## config.mk

```make
export PLATFORM = sky130hd
export DESIGN_NAME = fp_muldiv_unit
export DESIGN_NICKNAME = d
export VERILOG_FILES = /design/src/rtl/fp_muldiv_unit.sv
export SDC_FILE = /design/constraint.sdc
export NUM_CORES = 2
export LEC_CHECK = 0
export CAP_MARGIN = 20
export CORE_ASPECT_RATIO = 2
export CORE_MARGIN = 4
export CORE_UTILIZATION = 35
export DETAILED_ROUTE_END_ITERATION = 8
export GPL_TIMING_DRIVEN = 0
export PLACE_DENSITY_LB_ADDON = 0.3
export SETUP_SLACK_MARGIN = 0.2
export SLEW_MARGIN = 5
export SYNTH_ARGS = -nofsm -noshare
export SYNTH_HDL_FRONTEND = slang
export SYNTH_SLANG_ARGS = --single-unit
```

## constraint.sdc

```tcl
create_clock -name clk -period 18.7 [get_ports clk]
set_input_delay 3.74 -clock clk [delete_from_list [all_inputs] [get_ports clk]]
set_output_delay 3.74 -clock clk [all_outputs]
set_load 0.005 [all_outputs]
```

## src/rtl/fp_muldiv_unit.sv

```systemverilog
// Non-pipelined IEEE-754 multiply/divide unit with RNE rounding and tag passthrough.
// Optional squash port pair (flush, flush_tag) enabled by macro FP_MULDIV_FLUSH_EN.
module fp_muldiv_unit #(
   parameter int TAG_W = 5,
   parameter int EXP_W = 8,
   parameter int MAN_W = 23
) (
   input  logic                 clk,
   input  logic                 rst,
`ifdef FP_MULDIV_FLUSH_EN
   input  logic                 flush,
   input  logic [TAG_W-1:0]     flush_tag,
`endif
   input  logic                 in_valid,
   output logic                 in_ready,
   input  logic [3:0]           ctrl,
   input  logic [EXP_W+MAN_W:0] d,
   input  logic [EXP_W+MAN_W:0] e,
   input  logic [TAG_W-1:0]     rob_in,
   input  logic [TAG_W-1:0]     save_in,
   output logic                 out_valid,
   input  logic                 out_ready,
   output logic [EXP_W+MAN_W:0] f,
   output logic [TAG_W-1:0]     rob_out,
   output logic [TAG_W-1:0]     save_out,
   output logic [4:0]           flags
);
   localparam int FW     = 1 + EXP_W + MAN_W;
   localparam int DIV_IT = MAN_W + 3;
   localparam int SW     = 2 * (MAN_W + 1);
   localparam int EW     = EXP_W + 2;
   localparam int CW     = $clog2(DIV_IT + 1);
   localparam int BIAS   = (1 << (EXP_W - 1)) - 1;
   localparam logic signed [EW-1:0] EMAX = EW'((1 << EXP_W) - 1);
   localparam logic [3:0] OP_MUL = 4'b0010;
   localparam logic [3:0] OP_DIV = 4'b0011;
   localparam logic [FW-1:0] QNAN = {1'b0, {EXP_W{1'b1}}, 1'b1, {(MAN_W-1){1'b0}}};

   typedef enum logic [2:0] {S_IDLE, S_UNPACK, S_MUL, S_DIV, S_SPECIAL, S_ROUND, S_DONE} state_t;
   state_t state, state_n;

   // Handshake: a transfer happens on a posedge where valid and ready are both high;
   // the producer holds valid and payload until that edge, ready never depends on valid.
   logic [FW-1:0]          op_a, op_b;
   logic [3:0]             op_ctrl;
   logic [MAN_W:0]         ma, mb;
   logic [MAN_W+1:0]       rem;
   logic [DIV_IT-1:0]      quo;
   logic [CW-1:0]          cnt;
   logic [SW-1:0]          sig;
   logic signed [EW-1:0]   exp_q;

   logic [EXP_W-1:0] ea, eb;
   logic [MAN_W-1:0] fa, fb;
   logic a_zero, b_zero, a_inf, b_inf, a_nan, b_nan, a_snan, b_snan;
   logic is_mul, is_div, sgn, special, accept, squash;
   logic [FW-1:0] spec_f, rnd_f;
   logic [4:0]    spec_flags, rnd_flags;

   assign ea     = op_a[FW-2:MAN_W];
   assign eb     = op_b[FW-2:MAN_W];
   assign fa     = op_a[MAN_W-1:0];
   assign fb     = op_b[MAN_W-1:0];
   assign a_zero = (ea == '0);
   assign b_zero = (eb == '0);
   assign a_inf  = (&ea) && (fa == '0);
   assign b_inf  = (&eb) && (fb == '0);
   assign a_nan  = (&ea) && (fa != '0);
   assign b_nan  = (&eb) && (fb != '0);
   assign a_snan = a_nan && !fa[MAN_W-1];
   assign b_snan = b_nan && !fb[MAN_W-1];
   assign is_mul = (op_ctrl == OP_MUL);
   assign is_div = (op_ctrl == OP_DIV);
   assign sgn    = op_a[FW-1] ^ op_b[FW-1];

   assign in_ready  = (state == S_IDLE) && rst;
   assign out_valid = (state == S_DONE);
   assign accept    = in_valid && in_ready;

`ifdef FP_MULDIV_FLUSH_EN
   logic [TAG_W-1:0] age_diff;
   assign age_diff = rob_out - flush_tag;
   // Squash when the in-flight tag is the flush tag or younger in circular order.
   assign squash   = flush && (state != S_IDLE) && !age_diff[TAG_W-1];
`else
   assign squash   = 1'b0;
`endif

   always_comb begin
      special    = 1'b1;
      spec_f     = QNAN;
      spec_flags = 5'b00000;
      if (!is_mul && !is_div) begin
         spec_flags = 5'b10000;
      end else if (a_nan || b_nan) begin
         spec_flags = {a_snan || b_snan, 4'b0000};
      end else if (is_mul) begin
         if ((a_zero && b_inf) || (a_inf && b_zero)) spec_flags = 5'b10000;
         else if (a_inf || b_inf) spec_f = {sgn, {EXP_W{1'b1}}, {MAN_W{1'b0}}};
         else if (a_zero || b_zero) spec_f = {sgn, {(FW-1){1'b0}}};
         else special = 1'b0;
      end else begin
         if ((a_zero && b_zero) || (a_inf && b_inf)) spec_flags = 5'b10000;
         else if (a_inf) spec_f = {sgn, {EXP_W{1'b1}}, {MAN_W{1'b0}}};
         else if (b_zero) begin
            spec_f     = {sgn, {EXP_W{1'b1}}, {MAN_W{1'b0}}};
            spec_flags = 5'b01000;
         end
         else if (a_zero || b_inf) spec_f = {sgn, {(FW-1){1'b0}}};
         else special = 1'b0;
      end
   end

   // The significand always arrives with its leading one at bit SW-1 or SW-2.
   logic              hi, guard, sticky, rnd_up;
   logic [SW-1:0]     sig_n;
   logic [MAN_W-1:0]  mant;
   logic [MAN_W:0]    mant_r;
   logic signed [EW-1:0] exp_r;

   assign hi     = sig[SW-1];
   assign sig_n  = hi ? sig : (sig << 1);
   assign mant   = sig_n[SW-2 -: MAN_W];
   assign guard  = sig_n[SW-2-MAN_W];
   assign sticky = |sig_n[SW-3-MAN_W:0];
   assign rnd_up = guard && (sticky || mant[0]);
   assign mant_r = {1'b0, mant} + {{MAN_W{1'b0}}, rnd_up};
   assign exp_r  = exp_q + EW'(hi) + EW'(mant_r[MAN_W]);

   always_comb begin
      rnd_f     = {sgn, exp_r[EXP_W-1:0], mant_r[MAN_W-1:0]};
      rnd_flags = {4'b0000, guard || sticky};
      if (exp_r >= EMAX) begin
         rnd_f     = {sgn, {EXP_W{1'b1}}, {MAN_W{1'b0}}};
         rnd_flags = 5'b00101;
      end else if (exp_r[EW-1] || exp_r == '0) begin
         rnd_f     = {sgn, {(FW-1){1'b0}}};
         rnd_flags = 5'b00011;
      end
   end

   always_comb begin
      state_n = state;
      case (state)
         S_IDLE:    if (accept) state_n = S_UNPACK;
         S_UNPACK:  state_n = special ? S_SPECIAL : (is_mul ? S_MUL : S_DIV);
         S_MUL:     state_n = S_ROUND;
         S_DIV:     if (cnt == '0) state_n = S_ROUND;
         S_SPECIAL: state_n = S_DONE;
         S_ROUND:   state_n = S_DONE;
         S_DONE:    if (out_ready) state_n = S_IDLE;
         default:   state_n = S_IDLE;
      endcase
      if (squash) state_n = S_IDLE;
   end

   always_ff @(posedge clk) begin
      if (!rst) state <= S_IDLE;
      else      state <= state_n;
   end

   always_ff @(posedge clk) begin
      if (!rst) begin
         op_a <= '0; op_b <= '0; op_ctrl <= '0;
         ma <= '0; mb <= '0; rem <= '0; quo <= '0; cnt <= '0;
         sig <= '0; exp_q <= '0;
         f <= '0; flags <= '0; rob_out <= '0; save_out <= '0;
      end else begin
         case (state)
            S_IDLE: if (accept) begin
               op_a <= d; op_b <= e; op_ctrl <= ctrl;
               rob_out <= rob_in; save_out <= save_in;
            end
            S_UNPACK: begin
               if (special) begin
                  f <= spec_f; flags <= spec_flags;
               end else begin
                  ma    <= {1'b1, fa};
                  mb    <= {1'b1, fb};
                  rem   <= {2'b01, fa};
                  quo   <= '0;
                  cnt   <= CW'(DIV_IT);
                  exp_q <= is_mul ? ({2'b00, ea} + {2'b00, eb} - EW'(BIAS))
                                  : ({2'b00, ea} - {2'b00, eb} + EW'(BIAS));
               end
            end
            S_MUL: sig <= SW'(ma) * SW'(mb);
            S_DIV: begin
               if (cnt != '0) begin
                  if (rem >= {1'b0, mb}) begin
                     quo <= {quo[DIV_IT-2:0], 1'b1};
                     rem <= (rem - {1'b0, mb}) << 1;
                  end else begin
                     quo <= {quo[DIV_IT-2:0], 1'b0};
                     rem <= rem << 1;
                  end
                  cnt <= cnt - 1'b1;
               // Quotient below 1.0 is renormalised here so ROUND sees the same layout as MUL.
               end else if (quo[DIV_IT-1]) begin
                  sig <= {1'b0, quo, {(SW-DIV_IT-2){1'b0}}, rem != '0};
               end else begin
                  sig   <= {1'b0, quo[DIV_IT-2:0], 1'b0, {(SW-DIV_IT-2){1'b0}}, rem != '0};
                  exp_q <= exp_q - 1'b1;
               end
            end
            S_ROUND: begin
               f <= rnd_f; flags <= rnd_flags;
            end
            default: ;
         endcase
      end
   end
endmodule

```

# After elaboration in Yosys (flattened, before gate mapping)
# Cells that the tools add are included.
# totals
out_inout_bits	49
word_cells	160
input_bits	82
ff_bits	280
# op_classes
n_mux	61
bitwise_logic	2
eq_ne	16
n_addsub	10
n_reduce_logical	53
mul	1
n_lt_le_gt_ge	2
# op_table
op	n
$mux 32	11
$pmux 48 s2	1
$mux 47	2
$mux 25	3
$pmux 32 s2	1
$mux 31	2
$mux 26	2
$pmux 26 s2	1
$pmux 25 s2	1
$mul 24x24->48	1
$mux 48	1
$logic_not 23->1	2
$reduce_bool 23->1	2
$mux 10	4
$mux 5	8
$ge 25x24->1	1
$reduce_bool 25->1	1
$add 23x1->24	1
$sub 24x24->24	1
$reduce_or 23->1	1
$add 10x1->10	2
$pmux 10 s2	1
$pmux 5 s2	2
$pmux 3 s6	1
33 further kinds	92

# Depth between registers and ports, before layout
# depth
depth_word	12
ltp_mapped	28

# Worst setup path after synthesis
# OpenSTA, ideal clock, no wires.
# synth_timing
path_kind	input-to-output
from	input rst
to	output in_ready
path_stages	4
required_time_ps	14960
n_path_buf	3
t_arrival_ps	4648
slack_ps	10312
path_cell_list	clkbuf_1 clkbuf_1 clkbuf_1 and2_1
# synth_via
elab_chain_len	1
# synth_rtl
element	line_no	source
start: declaration	9	input logic rst,
$logic_and 1x1->1	76	assign in_ready = (state == S_IDLE) && rst;
end: declaration	15	output logic in_ready,
# No other way between the ends.

# Worst setup path in the final report
# Same ends and word-level chain as after synthesis.

==> metrics.cfg <==
[power_and_ir_drop]
max-vdd-ir-drop_mv=0.100
p_leak_nw=16.7
p_per_area_nw_per_um2=55.9

[cts]
cts.sinks=279
post_cts.repair.setup_buffers=0
ctsResizeCount=0
cts_buffers=26
cts_hold_buf=0
path_clk_slew_ns=0.06
htreeDepth=1
clk_path_buf_depth=3
cts_root_buf=clkbuf_16
cts_tree=done
worstSkewPairLatency_ns=0.60

[synth]
synth_area_um2=33900
synth-edff-count=0
async_flop_share_pct=0
yosysWarnings=0
ys_seq_area_share_pct=16.5
synth_nets=4910
synth_cells=4114
synth_seq_cells=279
ys_types=88
syn_area_per_cell_um2=8.25
synth_ff_type=dfxtp_1

[route]
antenna_left=0
drc=0
firstDrtPassIters=5
vias_per_cell=5.34
dr_wl_met2_mm=68.1
vias=29455
wirelength_mm=127
drt_iter0_markers=1603
wl_met1_mm=39.6
wl_per_cell_um=23.1
wl_met3_mm=3.98
topRoutingLayerUsed=met4

[sta]
fin_skew_ns=0.0424
relSlewSlack_pct=20.6
setup_tns_ns=0
setup_ws_ns=8.22
rsz0062_at_grt=false
hold_violations=0
finalCritPeriodShare_pct=56.0
worst_slew_pin_slew_ns=1.19
report.final.setup_viol=0
clock.fmax_mhz=95.4
drv_slew=0
fin_crit_ns=10.48

[global_routing]
grt_start_max_net_pins=17
grt_pass1_wl_mm=190
antenna_found_initial=0
grt_pass1_vias=31530
grt_use_total_pct=24.5
overflow=0

[placed_design]
place.detailed.hpwl_mm=108
pre_cts_ws_ns=8.25
portBuffers=130
gp_congestion=0.962

[floorplanning]
dieArea_um2=102000
fp.dieH_um=448
pin_count=131
rows=161
die_w_um=228
coreArea_um2=96300
start_util_pct=35.2

[layout]
syn_to_final_growth_pct=11.2
fillCellCount=9980
final_nets=5068
drive_gt1_share_pct=2.56
antennaDiodeCount=0

[critical_path]
crit_path_frequent_cell=clkbuf_1
worstPathRequired_ns=14.96
rr_startpoint=ma[13]
path_max_fanout=10
r2r_end=sig[35]
critical_path_arrival_ns=6.74
slowest_stage=clkbuf_1
critPathTopFamily=buffers and inverters
critPathCaptureType=output port
worstPathCellList=clkdlybuf4s50_1 -> clkbuf_1 -> clkbuf_1 -> clkbuf_1 -> and2_1 -> clkdlybuf4s50_1
reg2regPathDepth=25
rrSetupSlack_ns=9.98
criticalPathCategory=in2out
worst-path-buf-inv=5
slowest_delay_ns=0.63
start_kind=input pin

[hold_path]
whs_path_depth=2
holdCritPathClass=reg2reg
min_from=flags[0]
holdPathEnd=flags[0]

[run]
drv_cap=0

[outcome]
status=finished, final reports clean

==> kinds of logic after synthesis <==
kind of cell	share of synthesized area (%)
xor gates and xnor gates	2.38
muxes	1.49
AOI/OAI and AO/OA	13.1
DFF	16.5
and+or+nand+nor	19.6
adders and majority gates	37.1
buffers and inverters	9.86
==> report_power, final <==
part | total, mW | internal (mW) | switching (mW)
Clock | 0.616 | 0.351 | 0.265
Sequential | 0.755 | 0.673 | 0.0821
Combinational | 0.736 | 0.265 | 0.472
Total | 2.11 | 1.29 | 0.819
==> layout make-up <==
| class | count | area, µm² | share of cell area [%] |
|---|---|---|---|
| Buffer | 246 | 968 | 2.57 |
| Clock buffer | 30 | 686 | 1.82 |
| Sequential cell | 279 | 5590 | 14.8 |
| Tap cell | 1222 | 1530 | 4.05 |
| Inverter | 633 | 2380 | 6.30 |
| Clock inverter | 18 | 278 | 0.736 |
| Multi-Input combinational cell | 2956 | 25000 | 66.3 |
| Timing Repair Buffer | 130 | 1300 | 3.45 |
==> sequential cells by signal (all words and copies together) (netlist names) <==
register	flops
sig	48
f	32
op_a	32
op_b	32
quo	26
rem	25
ma	24
mb	23
exp_q	10
cnt	5
flags	5
rob_out	5
save_out	5
op_ctrl	4
state	3
==> routing by layer <==
metal	up-vias	GRT usage, %
met5	-	0
met4	0	23.4
met3	485	1.81
met2	934	48.0
met1	14610	21.8
li1	13426	-
==> stage by stage <==
step           util (%)  hold WS, ns  instance area [µm²]  cells  total power, mW
3_5_place_dp       38.2        0.446                36800   5466             1.49
3_3_place_gp       38.2        0.444                36800   5466             1.49
2_1_floorplan         -        0.430                33900   4114             1.20
6_report           39.2        0.461                37700   5514             2.11
5_1_grt            39.2        0.479                37700   5514             2.21
4_1_cts            39.2        0.463                37700   5514             2.11
==> cells in the mapped netlist, types with 18 or more instances <==
master | n | area (µm²)
a211oi_1 | 22 | 165
a21boi_0 | 54 | 405
a21o_1 | 45 | 338
a21oi_1 | 169 | 846
a22o_1 | 22 | 193
a31oi_1 | 23 | 144
and2_1 | 285 | 1780
and3_1 | 18 | 113
buf_2 | 22 | 110
clkbuf_1 | 213 | 800
dfxtp_1 | 279 | 5590
fa_1 | 486 | 9730
ha_1 | 228 | 2850
inv_1 | 631 | 2370
mux2i_1 | 47 | 470
nand2_1 | 696 | 2610
nand3_1 | 85 | 425
nand4_1 | 30 | 188
nor2_1 | 134 | 503
nor2b_1 | 26 | 163
nor3_1 | 40 | 200
nor4_1 | 27 | 169
o211ai_1 | 20 | 150
o21ai_0 | 186 | 931
xnor2_1 | 62 | 543
xor2_1 | 30 | 263
==> cell usage in the layout, fill, tap and decap left out, types with 134 or more instances in the layout <==
| master | count |
|---|---|
| clkbuf_1 | 215 |
| o21ai_0 | 186 |
| ha_1 | 228 |
| nor2_1 | 134 |
| nand2_1 | 696 |
| fa_1 | 486 |
| dfxtp_1 | 279 |
| inv_1 | 631 |
| and2_1 | 285 |
| a21oi_1 | 169 |
==> worst max-delay path by stage <==
stage,startpoint,to,slack [ns],cells past startpoint
finish,rst,in_ready,8.22,6
global route,rst,in_ready,8.14,6
CTS,rst,in_ready,8.22,6
detailed placement,rst,in_ready,8.25,6
global placement,rst,in_ready,8.24,6
floorplan,rst,in_ready,10.31,4
==> tightest hold or removal path: stages (launching register included) <==
cell and delay, ns:
dfxtp_1 0.31, nand2_1 0.05, a21oi_1 0.05
(Power assumes the default switching activity.)
